==> src/rtl/axi_lite_arb_pkg.sv <==
// Shared types and the round-robin pick used by the AXI4-Lite request arbiter.
// State constants stay plain localparams so legacy tools see a simple 2-bit code.
package axi_lite_arb_pkg;

    typedef logic [1:0] arb_state_t;

    localparam arb_state_t IDLE  = 2'd0;
    localparam arb_state_t ISSUE = 2'd1;
    localparam arb_state_t WAIT  = 2'd2;
    localparam arb_state_t DONE  = 2'd3;

    localparam int MAX_REQ = 8;

    // One-hot grant: first set bit searching ptr+1, ptr+2, ... modulo n.
    function automatic logic [MAX_REQ-1:0] rr_pick(input logic [MAX_REQ-1:0] req,
                                                    input logic [2:0]         ptr,
                                                    input int                 n);
        logic [MAX_REQ-1:0] grant;
        logic [2:0]         idx;
        grant = '0;
        for (int i = 1; i <= MAX_REQ; i++) begin
            idx = 3'((int'(ptr) + i) % n);
            if (i <= n && grant == '0 && req[idx]) grant[idx] = 1'b1;
        end
        return grant;
    endfunction

endpackage

==> src/rtl/axi4_lite_req_arbiter_if.sv <==
// Requester-side and master-side signals of the request arbiter.
// The master modport is the arbiter's view; the slave modport is its surroundings.
interface axi4_lite_req_arbiter_if #(
    parameter int N_REQ  = 4,
    parameter int ADDR_W = 32,
    parameter int DATA_W = 32
);
    logic [N_REQ-1:0]        req;
    logic [N_REQ-1:0]        req_we;
    logic [N_REQ*ADDR_W-1:0] req_addr;
    logic [N_REQ*DATA_W-1:0] req_wdata;
    logic [N_REQ-1:0]        ack;
    logic [DATA_W-1:0]       rsp_rdata;
    logic                    rsp_err;
    logic                    busy;
    logic                    m_start_write;
    logic                    m_start_read;
    logic [ADDR_W-1:0]       m_write_address;
    logic [DATA_W-1:0]       m_write_data;
    logic [ADDR_W-1:0]       m_read_address;
    logic [DATA_W-1:0]       m_read_data;
    logic                    m_write_done;
    logic                    m_read_done;

    modport master (
        input  req, req_we, req_addr, req_wdata,
        input  m_read_data, m_write_done, m_read_done,
        output ack, rsp_rdata, rsp_err, busy,
        output m_start_write, m_start_read, m_write_address, m_write_data, m_read_address
    );

    modport slave (
        output req, req_we, req_addr, req_wdata,
        output m_read_data, m_write_done, m_read_done,
        input  ack, rsp_rdata, rsp_err, busy,
        input  m_start_write, m_start_read, m_write_address, m_write_data, m_read_address
    );

endinterface

==> src/rtl/rr_arbiter.sv <==
// Combinational round-robin pick: the requester after ptr that is pending wins.
module rr_arbiter
    import axi_lite_arb_pkg::*;
#(
    parameter int N_REQ = 4,
    parameter int IDX_W = $clog2(N_REQ)
) (
    input  logic [N_REQ-1:0] req,
    input  logic [IDX_W-1:0] ptr,
    output logic [N_REQ-1:0] grant_oh,
    output logic [IDX_W-1:0] grant_idx,
    output logic             any
);

    logic [MAX_REQ-1:0] req_wide;
    logic [MAX_REQ-1:0] pick;

    // NOTE: every output of a combinational block gets a default first, so no path
    // leaves a value unassigned and no latch is inferred.
    always_comb begin
        req_wide             = '0;
        req_wide[N_REQ-1:0]  = req;
        pick                 = rr_pick(req_wide, 3'(ptr), N_REQ);
        grant_oh             = pick[N_REQ-1:0];
        any                  = |pick;
        grant_idx            = '0;
        for (int i = 0; i < N_REQ; i++) begin
            if (pick[i]) grant_idx = IDX_W'(i);
        end
    end

endmodule

==> src/rtl/axi4_lite_req_arbiter.sv <==
// Shares one AXI4-Lite master among N_REQ requesters, one transaction at a time:
// grant round-robin, pulse start, wait for the matching done (or timeout), then ack.
module axi4_lite_req_arbiter
    import axi_lite_arb_pkg::*;
#(
    parameter int N_REQ   = 4,
    parameter int ADDR_W  = 32,
    parameter int DATA_W  = 32,
    parameter int TIMEOUT = 255
) (
    input logic                       clk,
    input logic                       rst,
    axi4_lite_req_arbiter_if.master   bus
);

    localparam int IDX_W = $clog2(N_REQ);
    localparam int CNT_W = (TIMEOUT > 0) ? $clog2(TIMEOUT + 1) : 1;

    arb_state_t        state_q;
    logic [IDX_W-1:0]  ptr_q;
    logic [IDX_W-1:0]  grant_q;
    logic              we_q;
    logic [ADDR_W-1:0] addr_q;
    logic [DATA_W-1:0] wdata_q;
    logic [DATA_W-1:0] rdata_q;
    logic              err_q;
    logic              start_w_q;
    logic              start_r_q;
    logic [N_REQ-1:0]  ack_q;
    logic [CNT_W-1:0]  wait_cnt_q;

    logic [N_REQ-1:0]  grant_oh;
    logic [IDX_W-1:0]  grant_idx;
    logic              any_req;
    logic              done_hit;
    logic              timeout_hit;

    rr_arbiter #(.N_REQ(N_REQ), .IDX_W(IDX_W)) u_rr (
        .req       (bus.req),
        .ptr       (ptr_q),
        .grant_oh  (grant_oh),
        .grant_idx (grant_idx),
        .any       (any_req)
    );

    // Only the done that matches the latched direction completes the wait.
    always_comb begin
        done_hit    = we_q ? bus.m_write_done : bus.m_read_done;
        timeout_hit = (TIMEOUT != 0) && (int'(wait_cnt_q) + 1 == TIMEOUT);
    end

    // NOTE: sequential state uses non-blocking assignments only, so every register
    // samples pre-edge values regardless of statement order.
    always_ff @(posedge clk or posedge rst) begin
        if (rst) begin
            state_q    <= IDLE;
            ptr_q      <= IDX_W'(N_REQ - 1);
            grant_q    <= '0;
            we_q       <= 1'b0;
            addr_q     <= '0;
            wdata_q    <= '0;
            rdata_q    <= '0;
            err_q      <= 1'b0;
            start_w_q  <= 1'b0;
            start_r_q  <= 1'b0;
            ack_q      <= '0;
            wait_cnt_q <= '0;
        end else begin
            start_w_q <= 1'b0;
            start_r_q <= 1'b0;
            ack_q     <= '0;
            case (state_q)
                IDLE: begin
                    if (any_req) begin
                        state_q   <= ISSUE;
                        grant_q   <= grant_idx;
                        we_q      <= |(grant_oh & bus.req_we);
                        addr_q    <= bus.req_addr[int'(grant_idx) * ADDR_W +: ADDR_W];
                        wdata_q   <= bus.req_wdata[int'(grant_idx) * DATA_W +: DATA_W];
                        start_w_q <= |(grant_oh & bus.req_we);
                        start_r_q <= ~|(grant_oh & bus.req_we);
                    end
                end
                ISSUE: begin
                    state_q    <= WAIT;
                    wait_cnt_q <= '0;
                end
                WAIT: begin
                    if (done_hit) begin
                        state_q <= DONE;
                        ack_q   <= N_REQ'(1) << grant_q;
                        rdata_q <= we_q ? '0 : bus.m_read_data;
                        err_q   <= 1'b0;
                    end else if (timeout_hit) begin
                        state_q <= DONE;
                        ack_q   <= N_REQ'(1) << grant_q;
                        rdata_q <= '0;
                        err_q   <= 1'b1;
                    end else if (wait_cnt_q != '1) begin
                        wait_cnt_q <= wait_cnt_q + 1'b1;
                    end
                end
                default: begin
                    state_q <= IDLE;
                    ptr_q   <= grant_q;
                    rdata_q <= '0;
                    err_q   <= 1'b0;
                end
            endcase
        end
    end

    assign bus.ack             = ack_q;
    assign bus.rsp_rdata       = rdata_q;
    assign bus.rsp_err         = err_q;
    assign bus.busy            = (state_q != IDLE);
    assign bus.m_start_write   = start_w_q;
    assign bus.m_start_read    = start_r_q;
    assign bus.m_write_address = addr_q;
    assign bus.m_read_address  = addr_q;
    assign bus.m_write_data    = wdata_q;

endmodule

==> src/flat_wrapper.sv <==
// flat-port wrapper written by rule: the top's interface ports become plain ports
module axi4_lite_req_arbiter_flat import axi_lite_arb_pkg::*;
#(
    parameter int N_REQ   = 4,
    parameter int ADDR_W  = 32,
    parameter int DATA_W  = 32,
    parameter int TIMEOUT = 255
)
  (clk, rst, bus_req, bus_req_we, bus_req_addr, bus_req_wdata, bus_m_read_data, bus_m_write_done, bus_m_read_done, bus_ack, bus_rsp_rdata, bus_rsp_err, bus_busy, bus_m_start_write, bus_m_start_read, bus_m_write_address, bus_m_write_data, bus_m_read_address);
  axi4_lite_req_arbiter_if #(.N_REQ(N_REQ), .ADDR_W(ADDR_W), .DATA_W(DATA_W)) bus_i ();
  input logic clk;
  input logic rst;
  input wire logic [$bits(bus_i.req)-1:0] bus_req;
  input wire logic [$bits(bus_i.req_we)-1:0] bus_req_we;
  input wire logic [$bits(bus_i.req_addr)-1:0] bus_req_addr;
  input wire logic [$bits(bus_i.req_wdata)-1:0] bus_req_wdata;
  input wire logic [$bits(bus_i.m_read_data)-1:0] bus_m_read_data;
  input wire logic [$bits(bus_i.m_write_done)-1:0] bus_m_write_done;
  input wire logic [$bits(bus_i.m_read_done)-1:0] bus_m_read_done;
  output wire logic [$bits(bus_i.ack)-1:0] bus_ack;
  output wire logic [$bits(bus_i.rsp_rdata)-1:0] bus_rsp_rdata;
  output wire logic [$bits(bus_i.rsp_err)-1:0] bus_rsp_err;
  output wire logic [$bits(bus_i.busy)-1:0] bus_busy;
  output wire logic [$bits(bus_i.m_start_write)-1:0] bus_m_start_write;
  output wire logic [$bits(bus_i.m_start_read)-1:0] bus_m_start_read;
  output wire logic [$bits(bus_i.m_write_address)-1:0] bus_m_write_address;
  output wire logic [$bits(bus_i.m_write_data)-1:0] bus_m_write_data;
  output wire logic [$bits(bus_i.m_read_address)-1:0] bus_m_read_address;
  assign bus_i.req = bus_req;
  assign bus_i.req_we = bus_req_we;
  assign bus_i.req_addr = bus_req_addr;
  assign bus_i.req_wdata = bus_req_wdata;
  assign bus_i.m_read_data = bus_m_read_data;
  assign bus_i.m_write_done = bus_m_write_done;
  assign bus_i.m_read_done = bus_m_read_done;
  assign bus_ack = bus_i.ack;
  assign bus_rsp_rdata = bus_i.rsp_rdata;
  assign bus_rsp_err = bus_i.rsp_err;
  assign bus_busy = bus_i.busy;
  assign bus_m_start_write = bus_i.m_start_write;
  assign bus_m_start_read = bus_i.m_start_read;
  assign bus_m_write_address = bus_i.m_write_address;
  assign bus_m_write_data = bus_i.m_write_data;
  assign bus_m_read_address = bus_i.m_read_address;
  axi4_lite_req_arbiter #(.N_REQ(N_REQ), .ADDR_W(ADDR_W), .DATA_W(DATA_W), .TIMEOUT(TIMEOUT)) u_core (.clk(clk), .rst(rst), .bus(bus_i));
endmodule
==> config.mk <==
export PLATFORM = sky130hd
export DESIGN_NAME = axi4_lite_req_arbiter_flat
export DESIGN_NICKNAME = d
export VERILOG_FILES = /design/src/rtl/axi_lite_arb_pkg.sv /design/src/rtl/axi4_lite_req_arbiter_if.sv /design/src/rtl/rr_arbiter.sv /design/src/rtl/axi4_lite_req_arbiter.sv /design/src/flat_wrapper.sv
export SDC_FILE = /design/constraint.sdc
export NUM_CORES = 1
export LEC_CHECK = 0
export CAP_MARGIN = 20
export CORE_AREA = 2 2 170 172
export CTS_BUF_LIST = sky130_fd_sc_hd__clkbuf_16
export DETAILED_ROUTE_END_ITERATION = 12
export DIE_AREA = 0 0 172 174
export SETUP_SLACK_MARGIN = 0.15
export SLEW_MARGIN = 0
export SYNTH_ARGS = -nofsm -noshare
export SYNTH_HDL_FRONTEND = slang
export SYNTH_HIERARCHICAL = 1
export SYNTH_SLANG_ARGS = --single-unit
==> constraint.sdc <==
create_clock -name clk -period 7.7 [get_ports clk]
set_input_delay 1.54 -clock clk [delete_from_list [all_inputs] [get_ports clk]]
set_output_delay 1.54 -clock clk [all_outputs]
set_load 0.005 [all_outputs]
Word level (Yosys, flattened, before mapping) --
Cells that the tools add are included.
Storage, ports and cells: word-level logic and storage cells 119, output and inout port bits 136, register bits 118
Cells by class: shifts and indexed selects 3, bitwise logic cells 9, order comparisons 8, muxes and demuxes 46, reductions and logical operators 26, equality and inequality tests 9, $add $sub $neg 6
Operators with widths (count):
- $shiftx 128x8->32 | 2
- $mux 32 | 3
- $pmux 32 s2 | 1
- $mux 8 | 7
- $eq 32x9->1 const B | 1
- $logic_not 8->1 | 3
- $or 8x8->8 | 3
- $lt 3x4->1 const B | 4
- $mux 1 | 16
- $pmux 8 s2 | 1
- $bmux 1 s3 | 4
- $demux 1 s3 | 4
- $ge 3x1->1 const B | 4
- $mux 4 | 3
- $mux 2 | 5
- $reduce_or 2->1 | 5
- $add 8x1->9 const B | 1
- $add 8x1->8 const B | 1
- $ne 8x8->1 const B | 1
- $reduce_or 8->1 | 1
- $logic_and 1x1->1 | 7
- $pmux 2 s3 | 1
- $reduce_and 2->1 | 3
- $add 2x1->2 const B | 2
- 17 further kinds | 24

Logic depth before layout (Yosys ltp) --
Gate-level depths: netlist of run 1.
word-level depth 22, mapped depth 11

Hierarchy --
The synthesis of run 1 kept the hierarchy.
Modules (own cells, without submodules):
- axi4_lite_req_arbiter | times used 1, cells an instance 427, area an instance 6417.4 um^2
- rr_arbiter | times used 1, cells an instance 52, area an instance 505.5 um^2

Least setup slack after synthesis of run 1 --
OpenSTA, ideal clock, no wires.
path type input to register, from input port bus_req[1], to register u_core.addr_q[0] (netlist: u_core/bus.m_read_address[0]), slack 3.385 ns, buffers on the path 2, arrival time 4.190 ns, stages on the path 8, cell sequence mux4_2 or3b_1 a22oi_4 a221o_1 buf_2 buf_2 mux4_2 mux2_2
Between the ends: longest elaborated chain between the ends 16, elaborated cells on any way between the ends 27, those cells by class 1 x shift; 15 x mux; 3 x bitwise; 8 x reduce/logical
RTL lines:
- start: declaration | line flat_wrapper.sv:13 | input wire logic [$bits(bus_i.req)-1:0] bus_req;
- $bmux 1 s3 | line axi_lite_arb_pkg.sv:23 | if (i <= n && grant == '0 && req[idx]) grant[idx] = 1'b1;
- $mux 1 (not written as such) | line axi_lite_arb_pkg.sv:23
- $mux 8 | line axi_lite_arb_pkg.sv:23
- $logic_not 8->1 | line axi_lite_arb_pkg.sv:23
- $logic_and 1x1->1 | line axi_lite_arb_pkg.sv:23
- $mux 8 | line axi_lite_arb_pkg.sv:23
- $logic_not 8->1 | line axi_lite_arb_pkg.sv:23
- $logic_and 1x1->1 | line axi_lite_arb_pkg.sv:23
- $mux 8 | line axi_lite_arb_pkg.sv:23
- $logic_not 8->1 | line axi_lite_arb_pkg.sv:23
- $logic_and 1x1->1 | line axi_lite_arb_pkg.sv:23
- $mux 8 (*) | line axi_lite_arb_pkg.sv:23
- $mux 1 | line rr_arbiter.sv:28 | if (pick[i]) grant_idx = IDX_W'(i);
- $mux 2 | line rr_arbiter.sv:28
- $mux 2 (*) | line rr_arbiter.sv:28
- named net u_core.grant_idx[0] | line axi4_lite_req_arbiter.sv:33 | logic [IDX_W-1:0] grant_idx;
- $shiftx 128x8->32 (*) | line axi4_lite_req_arbiter.sv:78 | addr_q <= bus.req_addr[int'(grant_idx) * ADDR_W +: ADDR_W];
- end signal: assignment | line axi4_lite_req_arbiter.sv:78
- end: declaration | line axi4_lite_req_arbiter.sv:23 | logic [ADDR_W-1:0] addr_q;
Mark *: on every way through the listed nets, which the timed path passes. The rest lies on a longest branch. The select of a mux whose other input is x is not followed. A chain may end at the register's enable or synchronous reset.

Final worst setup path of run 1 --
from input port bus_req[2], to register u_core.addr_q[0] (netlist: u_core/bus.m_read_address[0])
Same word-level chain as after synthesis.

==> flow_summary.yaml, run 1 <==
synth:
  synth_ff_type: "dfrtp_1"
  synth.cell_area_um2: 6920
  synth_fa_ha_area_frac: 0.0253
  synth_compound_area_frac: 0.100
  async_flop_share: 1.00
  synthCells: 479
  syn_area_per_cell_um2: 14.5
  yosys_warnings: 6
  synth.net_count: 793
  synthMuxAreaShare: 0.338
  synthXorXnorAreaFrac: 0.00253
  yosysUniqueCellTypes: 61
  synth_top_family_by_area: "multiplexers"
  synth_edf_count: 0
  ys_seq_area_frac: 0.427
  synth_seq_cells: 118
  synthSimpleGateAreaFrac: 0.0419
finish:
  fill_cells: 2644
  layout.nets: 1191
  final_util: 0.426
  mostFrequentLayoutCells: "clkdlybuf4s50_1, dfrtp_1, mux2_2"
  drive_gt1_frac: 0.216
  syn_to_final_growth_pct: 73.9
  final_common_cell: "clkdlybuf4s50_1"
run:
  maxCapViolCount: 0
clocking:
  cts_buffers: 17
  cts_setup_buffers: 0
  clk_pin_slew_worst_paths_ns: 0.07
  cts.repair.resized: 0
  cts_tree: "built"
  cts.sinks: 118
  cts_root_buffer: "clkbuf_16"
  cts_max_level: 4
  clk_latency_ns: 0.42
  cts_buffer_depth: 2
  ctsHoldBuffers: 0
floorplanning:
  initial_core_util: 0.245
  die_w_um: 172
  dieArea_um2: 29900
  io_pins: 436
  std_cell_rows: 62
  die_h_um: 174
  coreArea_um2: 28200
timing:
  fin_setup_tns_ns: 0
  period_share: 0.656
  maxSlewHeadroom: 0.280
  fmax_mhz: 198
  finClkSkew_ns: 0.0222
  slew_viol_final: 0
  rsz0062_at_grt: "false"
  hold_viol_final: 0
  finalCriticalPeriod_ns: 5.05
  setup_viol: 0
  worstMarginPinSlew_ns: 1.08
grt:
  grt_pass1_vias: 6365
  grt_pass1_wl_um: 37800
  overflow: 0
  antenna_found_initial: 7
  grt_usage: 0.171
  grt_max_degree: 70
power_and_ir_drop:
  power.density_nw_per_um2: 475
  irDropWorstVdd_v: 0.000276
  leakage_nw: 4.75
worst_setup_path:
  crit_path_top_delay_cell: "a221o_4"
  cp.arrival_ns: 5.35
  cp-start-kind: "input port"
  ff2ff_path_depth: 10
  critical_path_class: "in -> reg"
  crit_fanout: 36
  end_kind: "flip-flop"
  cp_cell_sequence: "clkdlybuf4s50_1 > mux4_2 > or3b_1 > a22oi_4 > a221o_4 > buf_4 > mux4_2 > mux2_2"
  required_ns: 8.00
  r2r_slack_ns: 3.35
  crit_path_frequent_cell: "mux4_2"
  cp_slowest_stage_delay_ns: 0.74
detailed_routing:
  viasPerCell: 4.57
  route.top_layer_used: "met5"
  wl_per_cell_um: 20.2
  drt-total-wl_um: 25800
  drtPass1Iterations: 5
  drc_errors: 0
  dr_wl_met3_um: 2200
  num_vias: 5844
  wl_met1_um: 9800
  ant_nets: 0
  drt_iter0_drc: 167
  wl_met2_um: 13500
placed_design:
  hpwl_um: 19900
  port_buffers: 435
  place_congestion: 0.806
hold_path:
  whs_path_depth: 1
  hold_path.class: "reg -> reg"
outcome:
  status: "completed"
cells in the mapped netlist, drive strengths merged (4+ instances only):
cell type	number	area (um^2)
ha	14	175
clkbuf	13	48.8
a22oi	6	77.6
o21ai	4	23.8
o41ai	4	42.6
mux4	68	1540
nor2	8	30.0
a22o	35	307
dfrtp	116	2900
nor3	4	20.0
inv	15	56.3
a21oi	6	41.3
mux2	69	777
buf	50	342
nand2	10	37.5
nand2b	6	37.5
worst paths after layout:
check                                                    startpoint                                       end
worst max-delay path                                     bus_req[2]  u_core/bus.m_read_address[0]$_DFFE_PP0P_
worst min-delay path            u_core/bus.rsp_rdata[0]$_DFFE_PP0P_       u_core/bus.rsp_rdata[0]$_DFFE_PP0P_
worst max register to register          u_core/ptr_q[0]$_DFFE_PP1N_  u_core/bus.m_read_address[0]$_DFFE_PP0P_
worst min register to register  u_core/bus.rsp_rdata[0]$_DFFE_PP0P_       u_core/bus.rsp_rdata[0]$_DFFE_PP0P_
max in group asynchronous                                       rst      u_core/bus.rsp_rdata[14]$_DFFE_PP0P_
min in group asynchronous                                       rst       u_core/bus.rsp_rdata[2]$_DFFE_PP0P_
power by group:
group | internal [mW] | switching (mW) | leakage [nW]
Clock | 0.432 | 0.361 | 0.278
Sequential | 0.902 | 0.202 | 1.48
Combinational | 2.28 | 1.55 | 3.00
Total | 3.61 | 2.11 | 4.75
through the flow:
step / power (mW) / cells / hold WS, ns / worst slack (ns) / instance area (um^2)
after CTS: 5.83 / 1274 / 0.503 / 2.57 / 12000
after global placement: 4.97 / 1242 / 0.483 / 2.18 / 11500
after floorplan: 3.75 / 479 / 0.474 / 3.03 / 6920
final: 5.72 / 1278 / 0.499 / 2.65 / 12000
after detailed placement: 5.00 / 1242 / 0.482 / 2.12 / 11500
after global routing: 6.11 / 1278 / 0.514 / 2.37 / 12000
per-layer routing:
layer | track usage | vias up
met4 | 0.0438 | 6
met5 | 0 | -
met1 | 0.192 | 2921
met3 | 0.0660 | 20
li1 | - | 2662
met2 | 0.301 | 235
critical path, delay by kind of cell:
| kind | cells | cell delay, ns |
|---|---|---|
| AOI/OAI and AO/OA | 2 | 1.04 |
| buffers and inverters | 2 | 0.94 |
| and+or+nand+nor | 1 | 0.42 |
| muxes | 3 | 1.38 |
area by class of cell:
type / count / area, um^2 / area share
inverter: 15 / 58.8 / 0.00488
clock inverter: 15 / 149 / 0.0124
tap: 384 / 480 / 0.0399
antenna: 4 / 10.0 / 0.000831
clock buffer: 17 / 425 / 0.0353
sequential: 118 / 2960 / 0.245
timing repair buffer: 442 / 4410 / 0.366
multi-input combinational: 283 / 3550 / 0.295
state kept, by name (all words and copies together) (netlist names):
register and count:
u_core/bus.rsp_rdata 32, u_core/wait_cnt_q 8, u_core/bus.m_start_read 1, u_core/bus.rsp_err 1, u_core/bus.m_start_write 1, u_core/grant_q 2
u_core/bus.ack 4, u_core/bus.m_write_data 32, u_core/we_q 1, u_core/bus.m_read_address 32, u_core/state_q 2, u_core/ptr_q 2
cell families after synthesis:
kind of cell / count (synthesis)
AOI/OAI and AO/OA: 77
xor gates and xnor gates: 2
adders and majority gates: 14
buffers and inverters: 78
DFF: 118
muxes: 140
and+or+nand+nor: 50
Note: power is estimated with default switching activity, not from simulation.
==> run 2, diff against run 1 <==
==> constraint.sdc (replaced) <==
create_clock -name clk -period 5.08 [get_ports clk]
set_input_delay 1.016 -clock clk [delete_from_list [all_inputs] [get_ports clk]]
set_output_delay 1.016 -clock clk [all_outputs]
set_load 0.005 [all_outputs]
==> run 2 against run 1 <==
  * Routed wire length up 0.62%
  * Sequential share of layout area down 0.25 points
  * Global-route usage up 0.16 points
  * Sequential power up 54%
  * Cell count down 0.16%
  * Clock skew up 0.00064 ns
==> flow_summary.yaml, run 2 (synthesis results as in run 1) <==
outcome:
  status: "completed"
grt:
  antenna_found_initial: 2
  overflow: 0
  grt_max_degree: 68
  grt_pass1_vias: 6326
  grt_usage: 0.172
  grt_pass1_wl_um: 38200
floorplanning:
  die_h_um: 174
  dieArea_um2: 29900
  initial_core_util: 0.245
  die_w_um: 172
  io_pins: 436
  std_cell_rows: 62
  coreArea_um2: 28200
detailed_routing:
  num_vias: 5894
  drtPass1Iterations: 6
  ant_nets: 0
  wl_per_cell_um: 20.4
  drc_errors: 0
  viasPerCell: 4.62
  drt_iter0_drc: 272
  drt-total-wl_um: 26000
clocking:
  clk_latency_ns: 0.42
  cts_tree: "built"
  cts.sinks: 118
  cts_root_buffer: "clkbuf_16"
  ctsHoldBuffers: 0
  clk_pin_slew_worst_paths_ns: 0.06
  cts.repair.resized: 0
  cts_buffer_depth: 2
  cts_max_level: 4
  cts_buffers: 17
  cts_setup_buffers: 0
timing:
  finalCriticalPeriod_ns: 4.10
  hold_viol_final: 0
  slew_viol_final: 0
  maxSlewHeadroom: 0.451
  period_share: 0.807
  worstMarginPinSlew_ns: 0.824
  fmax_mhz: 244
  finClkSkew_ns: 0.0228
  worst_slack_ns: 0.981
  setup_viol: 0
  rsz0062_at_grt: "false"
  fin_setup_tns_ns: 0
power_and_ir_drop:
  power.density_nw_per_um2: 733
  leakage_nw: 4.81
  irDropWorstVdd_v: 0.000626
finish:
  final_common_cell: "clkdlybuf4s50_1"
  syn_to_final_growth_pct: 75.7
  fill_cells: 2669
  mostFrequentLayoutCells: "clkdlybuf4s50_1, dfrtp_1, mux2_2"
  layout.nets: 1191
  final_util: 0.431
  drive_gt1_frac: 0.216
worst_setup_path:
  critical_path_class: "in -> reg"
  cp.arrival_ns: 4.40
  end_kind: "flip-flop"
  crit_fanout: 26
  required_ns: 5.38
  cp-start-kind: "input port"
hold_path:
  hold_path.class: "reg -> reg"
placed_design:
  place_congestion: 0.843
  port_buffers: 435
  pre_cts_ws_ns: 0.521
  hpwl_um: 19900
run:
  maxCapViolCount: 0
-- run 2: metal layers --
layer / vias up / part of all wire / global-route usage / wire length, um
met5: - / 0 / 0 / 0
met4: 0 / 0.012 / 0.0364 / 321
met3: 21 / 0.082 / 0.0601 / 2140
met2: 235 / 0.52 / 0.306 / 13600
met1: 2985 / 0.38 / 0.199 / 9960
li1: 2653 / - / - / -
-- run 2: path summary, 6_finish.rpt --
check                                                          start                                     end  slack, ns  cells after the start
worst max-delay path                                      bus_req[1]  u_core/bus.m_write_data[7]$_DFFE_PP0P_       0.98                      8
worst min-delay path            u_core/bus.rsp_rdata[10]$_DFFE_PP0P_    u_core/bus.rsp_rdata[10]$_DFFE_PP0P_       0.50                      1
worst max register to register           u_core/ptr_q[0]$_DFFE_PP1N_  u_core/bus.m_write_data[7]$_DFFE_PP0P_       1.15                     10
worst min register to register  u_core/bus.rsp_rdata[10]$_DFFE_PP0P_    u_core/bus.rsp_rdata[10]$_DFFE_PP0P_       0.50                      1
max in group asynchronous                                        rst             u_core/ptr_q[0]$_DFFE_PP1N_       3.05                      3
min in group asynchronous                                        rst     u_core/bus.rsp_rdata[0]$_DFFE_PP0P_       1.11                      2
-- run 2: critical path, cell delays in order --
cell	delay, ns
clkdlybuf4s50_1	0.45
mux4_2	0.58
or3b_1	0.42
a22oi_4	0.30
a221o_4	0.51
buf_12	0.29
mux4_2	0.52
mux2_2	0.27
-- run 2: final cells by class --
| cell class | instances | area [um^2] | share of cell area |
|---|---|---|---|
| clock inverter | 15 | 213 | 0.0175 |
| tap | 384 | 480 | 0.0395 |
| clock buffer | 17 | 425 | 0.0350 |
| inverter | 15 | 58.8 | 0.00484 |
| multi-input combinational | 283 | 3550 | 0.292 |
| antenna | 2 | 5.00 | 0.000412 |
| sequential | 118 | 2960 | 0.243 |
| timing repair buffer | 442 | 4470 | 0.368 |
-- run 2: through the flow --
step	hold slack (ns)	cells	area, um^2	power, mW
CTS	0.503	1274	12200	9.07
detailed placement	0.481	1242	11500	7.69
floorplan	0.474	479	6920	5.69
global route	0.509	1276	12200	9.52
global placement	0.482	1242	11500	7.65
finish	0.499	1276	12200	8.92
-- run 2: where the power goes --
part / internal, mW / switching (mW) / total [mW]
registers: 1.37 / 0.322 / 1.69
logic: 3.55 / 2.34 / 5.90
clock network: 0.833 / 0.497 / 1.33
